**config.mk**
```make
export PLATFORM = sky130hd
export DESIGN_NAME = report_collector
export DESIGN_NICKNAME = d
export VERILOG_FILES = /design/src/rtl/report_pkg.sv /design/src/rtl/report_fifo.sv /design/src/rtl/report_collector.sv
export SDC_FILE = /design/constraint.sdc
export NUM_CORES = 1
export LEC_CHECK = 0
export BUFFER_PORTS_ARGS = -buffer_cell sky130_fd_sc_hd__buf_2
export CAP_MARGIN = 5
export CORE_MARGIN = 5
export CORE_UTILIZATION = 35
export CTS_CLUSTER_DIAMETER = 80
export DETAILED_ROUTE_END_ITERATION = 10
export PLACE_DENSITY_LB_ADDON = 0.12
export SETUP_SLACK_MARGIN = 0.3
export SLEW_MARGIN = 20
export SYNTH_ARGS = -nofsm -noshare
export SYNTH_HDL_FRONTEND = slang
export SYNTH_SLANG_ARGS = --single-unit
```
**constraint.sdc**
```tcl
create_clock -name clk -period 3.5 [get_ports clk]
set_input_delay 0.35 -clock clk [delete_from_list [all_inputs] [get_ports clk]]
set_output_delay 0.35 -clock clk [all_outputs]
set_load 0.1 [all_outputs]
```
**src/rtl/report_pkg.sv**
```systemverilog
// Shared defaults and the buffered report entry layout for the report collector.
package report_pkg;

   localparam int unsigned NUM_REPORTS_DEF    = 8;
   localparam int unsigned OFFSET_W_DEF       = 16;
   localparam int unsigned DEPTH_DEF          = 16;
   localparam int unsigned DROP_W_DEF         = 8;
   localparam int unsigned ALMOST_FULL_MARGIN = 2;

   // Entry as seen by the host-side report path: offset in the upper bits.
   typedef struct packed {
      logic [OFFSET_W_DEF-1:0]    offset;
      logic [NUM_REPORTS_DEF-1:0] vector;
   } report_entry_t;

endpackage

```
**src/rtl/report_fifo.sv**
```systemverilog
// Synchronous fall-through FIFO; pointers carry an extra wrap bit so that
// count = wptr - rptr distinguishes full from empty.
module report_fifo #(
   parameter int unsigned WIDTH = 24,
   parameter int unsigned DEPTH = 16
) (
   input  logic                     clk,
   input  logic                     reset,
   input  logic                     push,
   input  logic                     pop,
   input  logic [WIDTH-1:0]         din,
   output logic [WIDTH-1:0]         dout,
   output logic [$clog2(DEPTH):0]   count,
   output logic                     full,
   output logic                     empty
);

   localparam int unsigned AW = $clog2(DEPTH);

   logic [WIDTH-1:0] mem [DEPTH];
   logic [AW:0]      wptr_q, rptr_q;
   logic             do_push, do_pop;

   assign count   = wptr_q - rptr_q;
   assign full    = (count == (AW+1)'(DEPTH));
   assign empty   = (count == '0);
   assign do_push = push & ~full;
   assign do_pop  = pop & ~empty;
   // Head reads as zero while empty so downstream never sees stale data.
   assign dout    = empty ? '0 : mem[rptr_q[AW-1:0]];

   // Pointer registers; reset discards all stored entries.
   always_ff @(posedge clk) begin
      if (reset) begin
         wptr_q <= '0;
         rptr_q <= '0;
      end else begin
         if (do_push) wptr_q <= wptr_q + 1'b1;
         if (do_pop)  rptr_q <= rptr_q + 1'b1;
      end
   end

   // Storage write; contents need no reset since the pointers gate visibility.
   always_ff @(posedge clk) begin
      if (do_push) mem[wptr_q[AW-1:0]] <= din;
   end

endmodule

```
**src/rtl/report_collector.sv**
```systemverilog
// Tags reporting-STE activity with the symbol offset, buffers it and drains
// it over valid/ready, counting reports lost to a full buffer.
module report_collector
   import report_pkg::*;
#(
   parameter int unsigned NUM_REPORTS = NUM_REPORTS_DEF,
   parameter int unsigned OFFSET_W    = OFFSET_W_DEF,
   parameter int unsigned DEPTH       = DEPTH_DEF,
   parameter int unsigned DROP_W      = DROP_W_DEF
) (
   input  logic                   clk,
   input  logic                   reset,
   input  logic                   run,
   input  logic                   start_of_data,
   input  logic [NUM_REPORTS-1:0] report_vector,
   output logic                   rpt_valid,
   input  logic                   rpt_ready,
   output logic [OFFSET_W-1:0]    rpt_offset,
   output logic [NUM_REPORTS-1:0] rpt_vector,
   output logic                   almost_full,
   output logic                   overflow,
   output logic [DROP_W-1:0]      dropped_count
);

   localparam int unsigned AW = $clog2(DEPTH);
   localparam int unsigned EW = OFFSET_W + NUM_REPORTS;

   logic [OFFSET_W-1:0] offs_q, offs_d, cur_offset;
   logic                push_req, drop, fifo_push, fifo_pop;
   logic                fifo_full, fifo_empty;
   logic [AW:0]         fifo_count, count_next;
   logic [EW-1:0]       fifo_dout;
   logic                almost_full_q, almost_full_d;
   logic                overflow_q, overflow_d;
   logic [DROP_W-1:0]   dropped_q, dropped_d;

   // Offset of the current symbol, push qualification and next-state values.
   always_comb begin
      cur_offset    = start_of_data ? '0 : offs_q;
      offs_d        = offs_q;
      if (run) offs_d = cur_offset + OFFSET_W'(1);
      push_req      = run & (|report_vector);
      // Fullness is judged on start-of-cycle occupancy, so a same-cycle pop
      // does not make room for the push.
      drop          = push_req & fifo_full;
      fifo_push     = push_req & ~fifo_full;
      fifo_pop      = rpt_ready & ~fifo_empty;
      count_next    = fifo_count + (AW+1)'(fifo_push) - (AW+1)'(fifo_pop);
      almost_full_d = (count_next >= (AW+1)'(DEPTH - ALMOST_FULL_MARGIN));
      overflow_d    = overflow_q | drop;
      dropped_d     = dropped_q;
      if (drop && (dropped_q != '1)) dropped_d = dropped_q + 1'b1;
   end

   // Collector state registers.
   always_ff @(posedge clk) begin
      if (reset) begin
         offs_q        <= '0;
         almost_full_q <= 1'b0;
         overflow_q    <= 1'b0;
         dropped_q     <= '0;
      end else begin
         offs_q        <= offs_d;
         almost_full_q <= almost_full_d;
         overflow_q    <= overflow_d;
         dropped_q     <= dropped_d;
      end
   end

   report_fifo #(
      .WIDTH (EW),
      .DEPTH (DEPTH)
   ) u_fifo (
      .clk   (clk),
      .reset (reset),
      .push  (fifo_push),
      .pop   (fifo_pop),
      .din   ({cur_offset, report_vector}),
      .dout  (fifo_dout),
      .count (fifo_count),
      .full  (fifo_full),
      .empty (fifo_empty)
   );

   assign rpt_valid                = ~fifo_empty;
   assign {rpt_offset, rpt_vector} = fifo_dout;
   assign almost_full              = almost_full_q;
   assign overflow                 = overflow_q;
   assign dropped_count            = dropped_q;

endmodule

```
Word level (Yosys, flattened, before mapping):

Memories as Yosys holds them, arrays and structs flattened. A register that Yosys moved wholly into a read port is not among the register bits.
Index checks and enable logic that the tools add are counted.

* add/sub/neg operators: 7
* $lt $le $gt $ge: 1
* equality and inequality tests: 2
* mux-type cells: 6
* bitwise logic cells: 9
* reduce and logical (&&, ||, !) cells: 3

Operators with widths (count)
* 24-bit 2-to-1 mux: 1
* 16-bit by 1-bit adder with 16-bit output, second input constant: 1
* 16-bit 2-to-1 mux: 1
* 5-bit by 1-bit adder with 5-bit output, second input constant: 2
* 8-bit by 1-bit adder with 8-bit output, second input constant: 1
* 4-bit 2-to-1 mux: 2
* 8-bit != test, second input constant: 1
* 8-bit OR reduction: 1
* 1-bit bitwise AND: 6
* 5-bit by 1-bit adder with 5-bit output: 1
* 5-bit equality test, second input constant: 1
* 5-bit by 4-bit greater-or-equal comparator with 1-bit output, second input constant: 1
* 5-bit zero test: 1
* 5-bit by 1-bit subtractor with 5-bit output: 1
* 5-bit subtractor: 1
* 1-bit 2-to-1 mux: 2
* 1-bit inverter: 2
* 1-bit logical AND: 1
* 1-bit OR: 1

* register bits: 36
* RAM bits: 384
* input bits: 13
* memories kept: 1

Memories
* u_fifo.mem: words 16, bits a word 24, read ports 1, clocked after Yosys merged registers in 1, wr ports 1, line report_fifo.sv:20 `logic [WIDTH-1:0] mem [DEPTH];`

Depth between registers and ports, before layout:

Gate-level depths: netlist (run 1).

* word-level depth: 7
* mapped depth: 18
* mapped depth without buffers: 17

Cells and area by module:

From an unflattened synthesis (run 1), not the netlist that was laid out.

* cell total of the unflattened synthesis: 875
* area, all modules: 17265.3 um^2

Modules (own cells, without submodules)
* report_fifo: times used 1, cells an instance 676, area each 15667.5 um^2, seq. area each 11811.3 um^2
* report_collector: times used 1, cells an instance 199, area each 1597.8 um^2, seq. area each 520.5 um^2

Worst setup path after synthesis (run 1):

No wires, ideal clock.

* path type: reg2out
* start point: register u_fifo.wptr_q[0]
* end point: output port rpt_offset[0]
* arrival time: 3.300 ns
* setup slack: -0.150 ns
* stages on the path, launching flop included: 11
* buffers on the path: 1
* cells stage by stage: dfxtp_1 > inv_1 > ha_1 > inv_1 > fa_1 > a21o_1 > a21oi_4 > xnor2_2 > nor2_2 > clkbuf_1 > nor2b_1

* word-level cells in the longest chain between the ends: 3

RTL lines
* start: declaration: line report_fifo.sv:21 `logic [AW:0] wptr_q, rptr_q;`
* start signal: assignment: line report_fifo.sv:38 `if (do_push) wptr_q <= wptr_q + 1'b1;`
* 5-bit subtractor: line report_fifo.sv:24 `assign count = wptr_q - rptr_q;`
* 5-bit zero test: line report_fifo.sv:26 `assign empty = (count == '0);`
* 24-bit 2-to-1 mux: line report_fifo.sv:30 `assign dout = empty ? '0 : mem[rptr_q[AW-1:0]];`
* end: declaration: line report_collector.sv:18 `output logic [OFFSET_W-1:0] rpt_offset,`

Every way passes these cells.

Final worst setup path (run 1):

* start point: register u_fifo.wptr_q[0]
* end point: output port rpt_offset[12]

The elaborated chain is that of the path after synthesis.

==> impl_summary.txt, run 1 <==
----------------------------------------------------
[Status]
  Outcome ... finished clean

[Setup path]
  Startpoint types ... flop
  CP Data Arrival Time ... 2.86 ns
  Worst Path Max Fanout ... 7
  Crit Path Class ... flop to output port
  Worst stage delay on the critical path ... 0.36 ns
  Crit-path most repeated cell ... buf_12
  Critical path cell sequence ... inv_2 > ha_4 > inv_2 > fa_2 > a21o_1 > a21oi_4 > xnor2_4 > buf_12 > nor2_4 > buf_12 > nor2b_4 > buf_12
  Top cell family by delay on the critical path ... buffers and inverters
  Reg-to-reg setup timing slack ... 0.32 ns
  Critical-path cell with the highest stage delay ... fa_2
  Critical path capture point type ... output port
  Required @ worst endpoint ... 3.15 ns
  Count of buffer and inverter cells on the critical path ... 5

[Routing]
  Final ANT Viol Nets ... 0
  WL per Instance ... 25.30 um
  Drt drc ... 0
  Via total after detailed routing ... 8478
  Final wirelength ... 41700 um
  Number of violations reported at the end of detailed-routing iteration 0 ... 666
  Via density per instance ... 5.144
  First drt pass iteration count ... 5

[Final layout]
  Signed area change from the synthesized netlist to the final layout ... 22.35%
  Proportion of layout cells with a drive suffix above 1 ... 0.3762
  Final Non-Filler Cells ... 1648
  Antenna diode instance count ... 0
  Nets@finish ... 1022
  Final cell utilization of the core ... 0.4305

[Clock tree]
  TritonCTS clock tree ... built
  Clock buffer count from CTS ... 47
  Clk pin slew, worst setup/hold paths ... 0.06 ns
  H-tree levels ... 2
  Hold buffers post-CTS ... 0
  Later-pin clock latency in the skew report ... 0.57 ns
  Clock root cell ... clkbuf_16
  Sinks on the clock net ... 424
  Number of buffers on the longest clock path ... 3

[Logic synthesis]
  #FFs+latches synth ... 424
  Mux cell area share after synthesis ... 0.1670
  Proportion of synthesized flip-flops having asynchronous set or reset ... 0
  Area fraction of the dominant cell type after synthesis ... 0.6737
  Top FF cell, synth ... edfxtp_1
  Synthesized netlist net count ... 892
  Compound-cell area share of the yosys netlist ... 0.01462
  Number of synthesized flops with an enable pin ... 384
  Share of the synthesized netlist area taken by xor and xnor gates ... 0.01140
  Area of the mapped netlist ... 17120 sq um
  Count of warnings emitted by yosys ... 0
  Seq/Total Area, Yosys ... 0.7205
  Average cell area after synthesis ... 19.90 sq um
  Number of distinct library cell variants in the gate-level netlist after synthesis ... 55
  Combinational family with the most area after synthesis ... multiplexers
  Number of instances in the synthesized netlist ... 860
  Adder-cell area share of the yosys netlist ... 0.01477
  Most area-consuming cells after synthesis ... edfxtp_1, mux4_2, dfxtp_1, nor2b_1, ha_1
  Area leader, netlist ... edfxtp_1
  Area fraction in and, or, nand and nor cells after synthesis ... 0.05292

[Power]
  Power after layout ... 18.18 mW
  Leakage ... 6.965 nW
  Sequential fraction of design power ... 0.321
  Part of the total power dissipated in the clock network ... 0.254
  Cell Pwr Density ... 868.0 nW/um^2
  Part of the total power dissipated in combinational logic ... 0.425
  Net switching power ... 6.556 mW
  Internal Pwr Total ... 11.62 mW
  Switching share of power ... 0.3607
  Worst-case vdd ir drop ... 0.5391 mV

[Global routing]
  Number of antenna violations at the first check in global routing ... 1
  Global-route usage over all layers ... 0.1573
  First-pass GRT wire length ... 61700 um
  Vias in the first global route ... 9103
  Pin count of the biggest net entering global routing ... 42
  Total congestion overflow ... 0

[Worst hold path]
  Kind of path behind the tightest hold check ... input port to flop

[STA]
  Final Hold Viols ... 0
  Slew HR ... 0.2947
  Final setup violation count ... 0
  Unrepaired setup endpoints after global routing ... yes
  Final setup slack of the worst path ... 0.2884 ns
  Clk_skew ... 0.01308 ns
  Clock period minus final worst setup slack ... 3.212 ns
  Highest Clock Rate ... 0.3114 GHz
  Period utilisation layout ... 0.9176
  Post-Route Hold Slack ... 0.1710 ns
  Count of final max-slew check failures ... 0
  Worst-margin pin slew ... 1.056 ns

[Floorplan]
  Y dimension of the die ... 231.1 um
  Chip Width ... 231.1 um
  Core area ... 48650 sq um
  Die area ... 53430 sq um
  Number of rows in the core area ... 81
  Initial core utilization ... 0.3519
  Ports ... 48

[Placement]
  HPWL after DPL ... 22780 um
  Final weighted congestion of routability-driven global placement ... 0.7274
  Number of buffer cells added on primary ports ... 47
  Pre-CTS worst setup slack ... 0.06652 ns
  Placed instance count ... 1543

[Flow run]
  Count of max-cap constraint violations ... 0

----------------------------------------------------
-- cells by family after synthesis --
family          count (synthesis)
mux                           134
flops                         424
compound gates                 35
fa+ha+maj                      19
simple gates                  170
xor+xnor                       19
buf+inv                        59
-- per-layer routing --
metal	vias up	part of all wire	GRT usage
met4	2	0.021	0.04383
met2	175	0.50	0.2670
met3	67	0.046	0.02793
li1	3763	-	-
met5	-	0.00031	0
met1	4471	0.43	0.2105
-- registers in the layout (all words and copies together), names as in the netlist, named ones only --
register and cells:
u_fifo.mem 384, offs_q 16, dropped_count 8, u_fifo.rptr_q 5, u_fifo.wptr_q 5, almost_full 1, overflow 1
-- metrics by stage --
stage,setup TNS (ns),area [sq um]
3_5_place_dp,0,18660
5_1_grt,0,20940
4_1_cts,0,20840
6_report,0,20940
2_1_floorplan,-2.178,17150
3_3_place_gp,0,18660
-- power groups by stage --
stage | Combinational [mW] | Clock, mW | Sequential (mW)
3_3_place_gp | 5.67 | 0 | 5.92
3_5_place_dp | 5.68 | 0 | 5.92
4_1_cts | 7.63 | 4.77 | 5.83
2_1_floorplan | 4.50 | 0 | 5.93
6_report | 7.73 | 4.62 | 5.83
5_1_grt | 8.11 | 4.98 | 5.85
-- area by class of cell --
cell class / count / area, sq um
Tap cell: 622 / 778.2
Multi-Input combinational cell: 378 / 4805
Inverter: 15 / 61.31
Fill cell: 4250 / 27710
Timing Repair Buffer: 124 / 1529
Clock inverter: 22 / 145.1
Clock buffer: 63 / 1279
Sequential cell: 424 / 12340
-- final timing paths --
check                      endpoint                           from  depth (start not counted)
max                  rpt_offset[12]  u_fifo.wptr_q[0]$_SDFFE_PP0P_                         12
max reg2reg  almost_full$_SDFF_PP0_  u_fifo.wptr_q[0]$_SDFFE_PP0P_                         17
min reg2reg     overflow$_SDFF_PP0_            overflow$_SDFF_PP0_                          2
min          almost_full$_SDFF_PP0_                          reset                          2
-- placed cells by master, fill, tap and decap left out, drive strengths merged, types with 14 or more instances in the layout --
master / n
buf: 124
and3: 16
clkinv: 20
edfxtp: 384
mux4: 120
clkbuf: 63
dfxtp: 40
nor2b: 48
nor2: 39
nand2: 23
ha: 17
nand3: 14
inv: 15
-- cells in the mapped netlist (4+ instances only) --
library cell / n
nand2_1: 23
buf_1: 5
ha_1: 17
and3_1: 16
nor4_1: 8
mux2_2: 11
buf_12: 4
nor2b_1: 48
dfxtp_1: 40
o31ai_1: 4
clkbuf_1: 19
and2_1: 5
buf_2: 13
xor2_1: 4
nor2_1: 37
nand4_1: 4
nand3_1: 14
xnor2_1: 12
edfxtp_1: 384
mux4_2: 120
inv_1: 15
a21oi_1: 11
nor3_1: 4
-- repair_timing --
action,in CTS,in global routing
pin swaps,15,13
gates cloned,2,0
setup buffers,14,4
setup endpoints to repair,38,324
gates resized for setup,156,16
Note: power is estimated with default switching activity, not from simulation.
==> run 2: changes to the inputs <==
--- a/config.mk
+++ b/config.mk
@@ -6,7 +6,7 @@
 export NUM_CORES = 1
 export LEC_CHECK = 0
 export BUFFER_PORTS_ARGS = -buffer_cell sky130_fd_sc_hd__buf_2
-export CAP_MARGIN = 5
+export CAP_MARGIN = 20
 export CORE_MARGIN = 5
 export CORE_UTILIZATION = 35
 export CTS_CLUSTER_DIAMETER = 80
@@ -16,4 +16,5 @@
 export SLEW_MARGIN = 20
 export SYNTH_ARGS = -nofsm -noshare
 export SYNTH_HDL_FRONTEND = slang
+export SYNTH_HIERARCHICAL = 1
 export SYNTH_SLANG_ARGS = --single-unit
==> constraint.sdc (replaced) <==
create_clock -name clk -period 3.08 [get_ports clk]
set_input_delay 0.308 -clock clk [delete_from_list [all_inputs] [get_ports clk]]
set_output_delay 0.308 -clock clk [all_outputs]
set_load 0.1 [all_outputs]
==> impl_summary.txt, run 2 <==
----------------------------------------------------
[Logic synthesis]
  Most frequent cell after synthesis ... edfxtp_1
  List of most frequent post-synthesis cells ... edfxtp_1, mux4_2, dfxtp_1, nor2b_1, a21oi_1
  Area of the mapped netlist ... 17270 sq um (+0.87%)
  Seq/Total Area, Yosys ... 0.7143 (-0.006213)
  Top FF cell, synth ... edfxtp_1
  Area leader, netlist ... edfxtp_1
  Count of warnings emitted by yosys ... 6 (+6)
  Number of instances in the synthesized netlist ... 875 (+1.7%)
  Number of synthesized flops with an enable pin ... 384 (unchanged)
  Proportion of synthesized flip-flops having asynchronous set or reset ... 0 (unchanged)
  Most area-consuming cells after synthesis ... edfxtp_1, mux4_2, dfxtp_1, nor2b_4, nor2b_1
  #FFs+latches synth ... 424 (unchanged)
  Area fraction of the dominant cell type after synthesis ... 0.6679 (-0.005810)
  Synthesized netlist net count ... 906 (+1.6%)
  Average cell area after synthesis ... 19.73 sq um (-0.86%)
  Number of distinct library cell variants in the gate-level netlist after synthesis ... 57 (+3.6%)

[Final layout]
  Final cell area excluding filler cells ... 21730 sq um (+3.8%)
  Nets@finish ... 1086 (+6.3%)
  Flip-flop count of the largest register, all copies and words added ... 384 (unchanged)
  Proportion of layout cells with a drive suffix above 1 ... 0.3921 (+0.01585)
  Commonest non-fill, non-tap cells in the layout ... edfxtp_1, mux4_2, buf_4
  Signed area change from the synthesized netlist to the final layout ... 25.88%
  Final cell utilization of the core ... 0.4449 (+0.01443)
  Leading cell type in the layout, fill and taps excluded ... edfxtp_1
  Fillers ... 4333 (+2.0%)
  Final Non-Filler Cells ... 1750 (+6.2%)

[Floorplan]
  Number of rows in the core area ... 81 (unchanged)
  Initial core utilization ... 0.3534 (+0.001588)
  Ports ... 48 (unchanged)
  Core area ... 48850 sq um (+0.42%)
  Y dimension of the die ... 232.1 um (+0.42%)
  Die area ... 53870 sq um (+0.83%)
  Chip Width ... 232.1 um (+0.42%)

[STA]
  Final setup violation count ... 202 (+202)
  Fin Setup TNS ... -17.72 ns (-17.72 ns)
  Highest Clock Rate ... 0.2907 GHz
  Final setup slack of the worst path ... -0.3603 ns (-0.6486 ns)
  Slew HR ... 0.3240 (+0.02931)
  Unrepaired setup endpoints after global routing ... yes
  Final Hold Viols ... 0 (unchanged)
  Clk_skew ... 0.01577 ns (+0.002689 ns)
  Clock period minus final worst setup slack ... 3.440 ns
  Worst-margin pin slew ... 1.005 ns (-0.05106 ns)
  Period utilisation layout ... 1.117
  Count of final max-slew check failures ... 0 (unchanged)

[Clock tree]
  TritonCTS clock tree ... built
  Clock buffer count from CTS ... 47 (unchanged)
  H-tree levels ... 2 (unchanged)
  Clk pin slew, worst setup/hold paths ... 0.06 ns (about the same)
  Clock root cell ... clkbuf_16
  Hold buffers post-CTS ... 0 (unchanged)
  Later-pin clock latency in the skew report ... 0.57 ns (about the same)
  Sinks on the clock net ... 424 (unchanged)
  Number of buffers on the longest clock path ... 3 (unchanged)

[Status]
  Outcome ... finished, violations left
  Failing checks ... negative setup slack

[Routing]
  Final wirelength ... 42810 um (+2.7%)
  Via density per instance ... 5.074 (-1.4%)
  Final ANT Viol Nets ... 0 (unchanged)
  First drt pass iteration count ... 5 (unchanged)
  Via total after detailed routing ... 8880 (+4.7%)
  Drt drc ... 0 (unchanged)
  WL per Instance ... 24.46 um (-3.3%)
  Number of violations reported at the end of detailed-routing iteration 0 ... 553 (-17%)

[Setup path]
  Critical path capture point type ... flop
  Crit Path Class ... flop to flop
  Worst r2r src ... u_fifo/wptr_q[0]$_SDFFE_PP0P_
  Required @ worst endpoint ... 3.57 ns (+0.42 ns)
  CP Data Arrival Time ... 3.93 ns (+1.07 ns)
  Worst stage delay on the critical path ... 0.54 ns (+0.18 ns)
  Count of buffer and inverter cells on the critical path ... 3 (-2)
  Worst Path Max Fanout ... 3 (-4)
  Reg-to-reg setup timing slack ... -0.36 ns (-0.68 ns)
  Startpoint types ... flop
  R2R cell count ... 15 (-2)
  Critical path cell sequence ... inv_2 > ha_4 > inv_2 > fa_2 > nand3b_1 > a211o_1 > a2bb2oi_4 > nor2b_4 > ha_4 > inv_2 > ha_4 > fa_2 > xnor2_2 > or4b_4 > a31oi_4
  Critical-path cell with the highest stage delay ... or4b_4
  Top cell family by delay on the critical path ... adder cells
  Worst reg2reg path endpoint ... almost_full$_SDFF_PP0_

[Worst hold path]
  Hold endpoint ... u_fifo/mem[8][0]$_DFFE_PP_
  Worst hold path stage count ... 1 (-1)
  Launch instance of the worst min-delay path ... report_vector[0]
  Kind of path behind the tightest hold check ... input port to flop

[Placement]
  HPWL after DPL ... 25990 um (+14%)
  Placed instance count ... 1641 (+6.4%)
  Final weighted congestion of routability-driven global placement ... 0.7317 (+0.59%)
  Post-detailed-placement cell area ... 19450 sq um (+4.3%)
  Number of buffer cells added on primary ports ... 47 (unchanged)

[Global routing]
  Pin count of the biggest net entering global routing ... 45 (+7.1%)
  Number of antenna violations at the first check in global routing ... 2 (+1)
  Global-route usage over all layers ... 0.1567 (-0.0006248)
  Vias in the first global route ... 9115 (+0.13%)
  First-pass GRT wire length ... 62340 um (+1.0%)
  Total congestion overflow ... 0 (unchanged)

[Power]
  Leakage ... 7.170 nW (+3.0%)
  Worst-case vdd ir drop ... 0.6895 mV (+28%)
  Cell Pwr Density ... 924.4 nW/um^2 (+6.5%)

[Flow run]
  Count of max-cap constraint violations ... 0 (unchanged)

----------------------------------------------------
-- run 2: cell types whose count changed after synthesis, sizes merged, moves of 5 or more --
cell,before,now
nand2,23,17
nor2,38,22
o21ai,2,17
nand4b,1,6
mux2,13,4
a21oi,12,28
or3,1,12
inv,15,22
nand3,14,7
xnor2,13,3
-- run 2: kinds of logic after synthesis --
kind of cell,Yosys count,share of synthesized area
simple gates,162,0.06247
fa+ha+maj,18,0.01391
compound gates,68,0.02406
mux,128,0.1607
buf+inv,65,0.01949
xor+xnor,10,0.005073
flops,424,0.7143
-- run 2: final cells by class --
type,count,area (sq um),area share
Antenna cell,2,5.005,0.0002303
Clock buffer,63,1279,0.05884
Clock inverter,15,122.6,0.005642
Inverter,22,85.08,0.003915
Multi-Input combinational cell,386,4883,0.2247
Sequential cell,424,12340,0.5680
Tap cell,664,830.8,0.03823
Timing Repair Buffer,174,2183,0.1005
-- run 2: stage by stage --
stage | hold slack [ns] | total power, mW | worst slack [ns]
CTS | 0.1241 | 19.66 | -0.3664
floorplan | 0.4069 | 11.82 | -0.6898
detailed placement | 0.4426 | 13.17 | -0.4345
global route | 0.1471 | 20.91 | -0.4953
global placement | 0.4393 | 13.15 | -0.3841
finish | 0.1551 | 20.09 | -0.3603
-- run 2: worst reg2reg max path, cell delays in order (launching register included) --
cell       delay [ns]
dfxtp_2          0.33
inv_2            0.05
ha_4             0.15
inv_2            0.04
fa_2             0.45
nand3b_1         0.17
a211o_1          0.28
a2bb2oi_4        0.18
nor2b_4          0.07
ha_4             0.26
inv_2            0.04
ha_4             0.15
fa_2             0.37
xnor2_2          0.15
or4b_4           0.54
a31oi_4          0.14
-- run 2: worst max-delay path by stage --
stage                             startpoint  slack [ns]                endpoint  cells after the start
6_report       u_fifo/wptr_q[0]$_SDFFE_PP0P_       -0.36  almost_full$_SDFF_PP0_                     15
5_1_grt        u_fifo/wptr_q[0]$_SDFFE_PP0P_       -0.50  almost_full$_SDFF_PP0_                     15
3_5_place_dp   u_fifo/wptr_q[0]$_SDFFE_PP0P_       -0.43  almost_full$_SDFF_PP0_                     15
2_1_floorplan  u_fifo/wptr_q[0]$_SDFFE_PP0P_       -0.69  almost_full$_SDFF_PP0_                     17
3_3_place_gp   u_fifo/wptr_q[0]$_SDFFE_PP0P_       -0.38  almost_full$_SDFF_PP0_                     15
4_1_cts        u_fifo/wptr_q[0]$_SDFFE_PP0P_       -0.37  almost_full$_SDFF_PP0_                     15
-- run 2: where the power goes --
group / switching (mW) / internal [mW] / leakage, nW
clock: 2.17 / 3.05 / 0.688
combinational: 5.02 / 3.26 / 2.59
sequential: 0.0838 / 6.51 / 3.90
total: 7.27 / 12.8 / 7.17
-- run 2: what timing repair did --
item                       4_1_cts  5_1_grt
buffers inserted                12        6
setup endpoints to repair      429      428
gates cloned                     4        7
pin swaps                       10        2
resized for setup               85       45
-- run 2: layer usage --
layer  GRT usage  share of wire  vias to the layer above
met2      0.2376           0.46                      192
met3     0.02886          0.046                       57
met5           0              0                        -
met4     0.03157          0.016                        0
met1      0.2392           0.48                     4698
li1            -              -                     3933
==> run 3: changes to the inputs <==
--- a/config.mk
+++ b/config.mk
@@ -7,6 +7,8 @@
 export LEC_CHECK = 0
 export BUFFER_PORTS_ARGS = -buffer_cell sky130_fd_sc_hd__buf_2
 export CAP_MARGIN = 20
+export CELL_PAD_IN_SITES_DETAIL_PLACEMENT = 1
+export CELL_PAD_IN_SITES_GLOBAL_PLACEMENT = 1
 export CORE_MARGIN = 5
 export CORE_UTILIZATION = 35
 export CTS_CLUSTER_DIAMETER = 80
==> impl_summary.txt, run 3 (synthesis gave the netlist of run 2 again) <==
----------------------------------------------------
[Status]
  Outcome ... finished, violations left
  Failing checks ... negative setup slack

[Setup path]
  Count of buffer and inverter cells on the critical path ... 3 (unchanged)
  Startpoint types ... flop
  Worst stage delay on the critical path ... 0.51 ns (-0.03 ns)
  Critical path cell sequence ... inv_2 > ha_4 > inv_2 > fa_2 > nand3b_1 > a211o_1 > a2bb2oi_4 > nor2b_4 > ha_4 > inv_2 > ha_4 > fa_2 > xnor2_2 > or4b_4 > a31oi_1
  CP Data Arrival Time ... 4.00 ns (+0.07 ns)
  Reg-to-reg setup timing slack ... -0.42 ns (-0.06 ns)
  Worst Path Max Fanout ... 3 (unchanged)
  Required @ worst endpoint ... 3.58 ns (about the same)
  Top cell family by delay on the critical path ... adder cells
  Crit Path Class ... flop to flop
  Critical-path cell with the highest stage delay ... or4b_4
  Critical path capture point type ... flop

[Final layout]
  Commonest non-fill, non-tap cells in the layout ... edfxtp_1, mux4_2, buf_12
  Flip-flop count of the largest register, all copies and words added ... 384 (unchanged)
  Proportion of layout cells with a drive suffix above 1 ... 0.4137 (+0.02163)
  Area taken by flip-flops and latches ... 12340 sq um (unchanged)
  Nets@finish ... 1094 (+0.74%)
  Fillers ... 4610 (+6.4%)
  Area of the multi-input gates ... 4937 sq um (+1.1%)
  Final cell utilization of the core ... 0.4540 (+0.009093)
  Final Non-Filler Cells ... 1759 (+0.51%)
  Leading cell type in the layout, fill and taps excluded ... edfxtp_1
  Signed area change from the synthesized netlist to the final layout ... 28.45%
  Antenna diode instance count ... 0 (-2)

[STA]
  Final Hold Viols ... 0 (unchanged)
  Unrepaired setup endpoints after global routing ... yes
  Clock period minus final worst setup slack ... 3.504 ns (+0.06419 ns)
  Highest Clock Rate ... 0.2854 GHz (-1.8%)
  Final setup slack of the worst path ... -0.4245 ns (-0.06419 ns)
  Count of final max-slew check failures ... 0 (unchanged)
  Slew HR ... 0.3737 (+0.04974)
  Period utilisation layout ... 1.138 (+0.02084)
  Worst-margin pin slew ... 0.9375 ns (-0.06727 ns)
  Clk_skew ... 0.01554 ns (-0.0002323 ns)
  Final setup violation count ... 416 (+110%)

[Global routing]
  Global-route usage over all layers ... 0.1615 (+0.004832)
  First-pass GRT wire length ... 64450 um (+3.4%)
  Number of antenna violations at the first check in global routing ... 0 (-2)
  Total congestion overflow ... 0 (unchanged)
  Vias in the first global route ... 9540 (+4.7%)
  Pin count of the biggest net entering global routing ... 35 (-22%)

[Placement]
  Number of buffer cells added on primary ports ... 47 (unchanged)
  Final weighted congestion of routability-driven global placement ... 0.7260 (-0.78%)
  Placed instance count ... 1636 (-0.30%)
  Pre-CTS worst setup slack ... -0.4513 ns (-0.01679 ns)
  HPWL after DPL ... 26720 um (+2.8%)

[Power]
  Power after layout ... 20.77 mW (+3.4%)
  Worst-case vdd ir drop ... 0.8318 mV (+21%)
  Leakage ... 7.328 nW (+2.2%)
  Cell Pwr Density ... 936.7 nW/um^2 (+1.3%)

[Floorplan]
  Core area ... 48850 sq um (unchanged)
  Y dimension of the die ... 232.1 um (unchanged)
  Number of rows in the core area ... 81 (unchanged)
  Ports ... 48 (unchanged)
  Chip Width ... 232.1 um (unchanged)
  Initial core utilization ... 0.3534 (unchanged)
  Die area ... 53870 sq um (unchanged)

[Clock tree]
  Sinks on the clock net ... 424 (unchanged)
  Clk pin slew, worst setup/hold paths ... 0.06 ns (about the same)
  Later-pin clock latency in the skew report ... 0.58 ns (about the same)
  TritonCTS clock tree ... built
  Clock root cell ... clkbuf_16
  Number of buffers on the longest clock path ... 3 (unchanged)
  H-tree levels ... 2 (unchanged)
  Hold buffers post-CTS ... 0 (unchanged)
  Clock buffer count from CTS ... 46 (-2.1%)

[Routing]
  Number of violations reported at the end of detailed-routing iteration 0 ... 668 (+21%)
  WL per Instance ... 26.18 um (+7.0%)
  Via density per instance ... 5.153 (+1.6%)
  Final wirelength ... 46060 um (+7.6%)
  Drt drc ... 0 (unchanged)
  First drt pass iteration count ... 4 (-1)
  Final ANT Viol Nets ... 0 (unchanged)
  Via total after detailed routing ... 9065 (+2.1%)

[Flow run]
  Count of max-cap constraint violations ... 0 (unchanged)

[Worst hold path]
  Kind of path behind the tightest hold check ... input port to flop

----------------------------------------------------
==> run 3: worst paths after layout <==
| check | from | endpoint | cells after the start |
|---|---|---|---|
| setup / recovery | u_fifo/wptr_q[0]$_SDFFE_PP0P_ | almost_full$_SDFF_PP0_ | 15 |
| hold / removal | report_vector[7] | u_fifo/mem[10][7]$_DFFE_PP_ | 1 |
| setup reg to reg | u_fifo/wptr_q[0]$_SDFFE_PP0P_ | almost_full$_SDFF_PP0_ | 15 |
| hold reg to reg | overflow$_SDFF_PP0_ | overflow$_SDFF_PP0_ | 2 |
==> run 3: stage by stage <==
step                      hold WS, ns  area (sq um)  setup TNS, ns
after floorplan                0.4069         17490         -10.56
after global placement         0.4322         19420         -31.05
after detailed placement       0.4372         19420         -44.64
after CTS                      0.1189         21320         -49.21
after global routing           0.1340         22180        -126.79
final                          0.1443         22180         -73.29
==> run 3: layout make-up <==
cell class,instances,area share
timing repair buffer,183,0.1137
inverter,22,0.004401
multi-input combinational,386,0.2226
clock buffer,63,0.05659
sequential,424,0.5566
tap,664,0.03746
clock inverter,17,0.008575
==> run 3: metal layers <==
metal / routed length (um) / track usage / share of wire / vias up
met4: 840 / 0.03840 / 0.018 / 0
li1: - / - / - / 3938
met3: 1729 / 0.02922 / 0.038 / 52
met1: 21060 / 0.2329 / 0.46 / 4918
met5: 0 / 0 / 0 / -
met2: 22430 / 0.2575 / 0.49 / 157
==> run 3: what timing repair did <==
item,CTS,global route
cloned,1,19
resized for setup,99,83
endpoints found under the hold margin,0,0
endpoints found under the setup margin,431,427
pin swaps,8,12
buffers inserted,7,16
==> run 3: power by group <==
group          leakage [nW]  internal (mW)  total [mW]  switching (mW)
Sequential             3.90           6.50        6.61           0.103
Clock                 0.693           3.11        5.36            2.25
Combinational          2.74           3.72        8.81            5.09
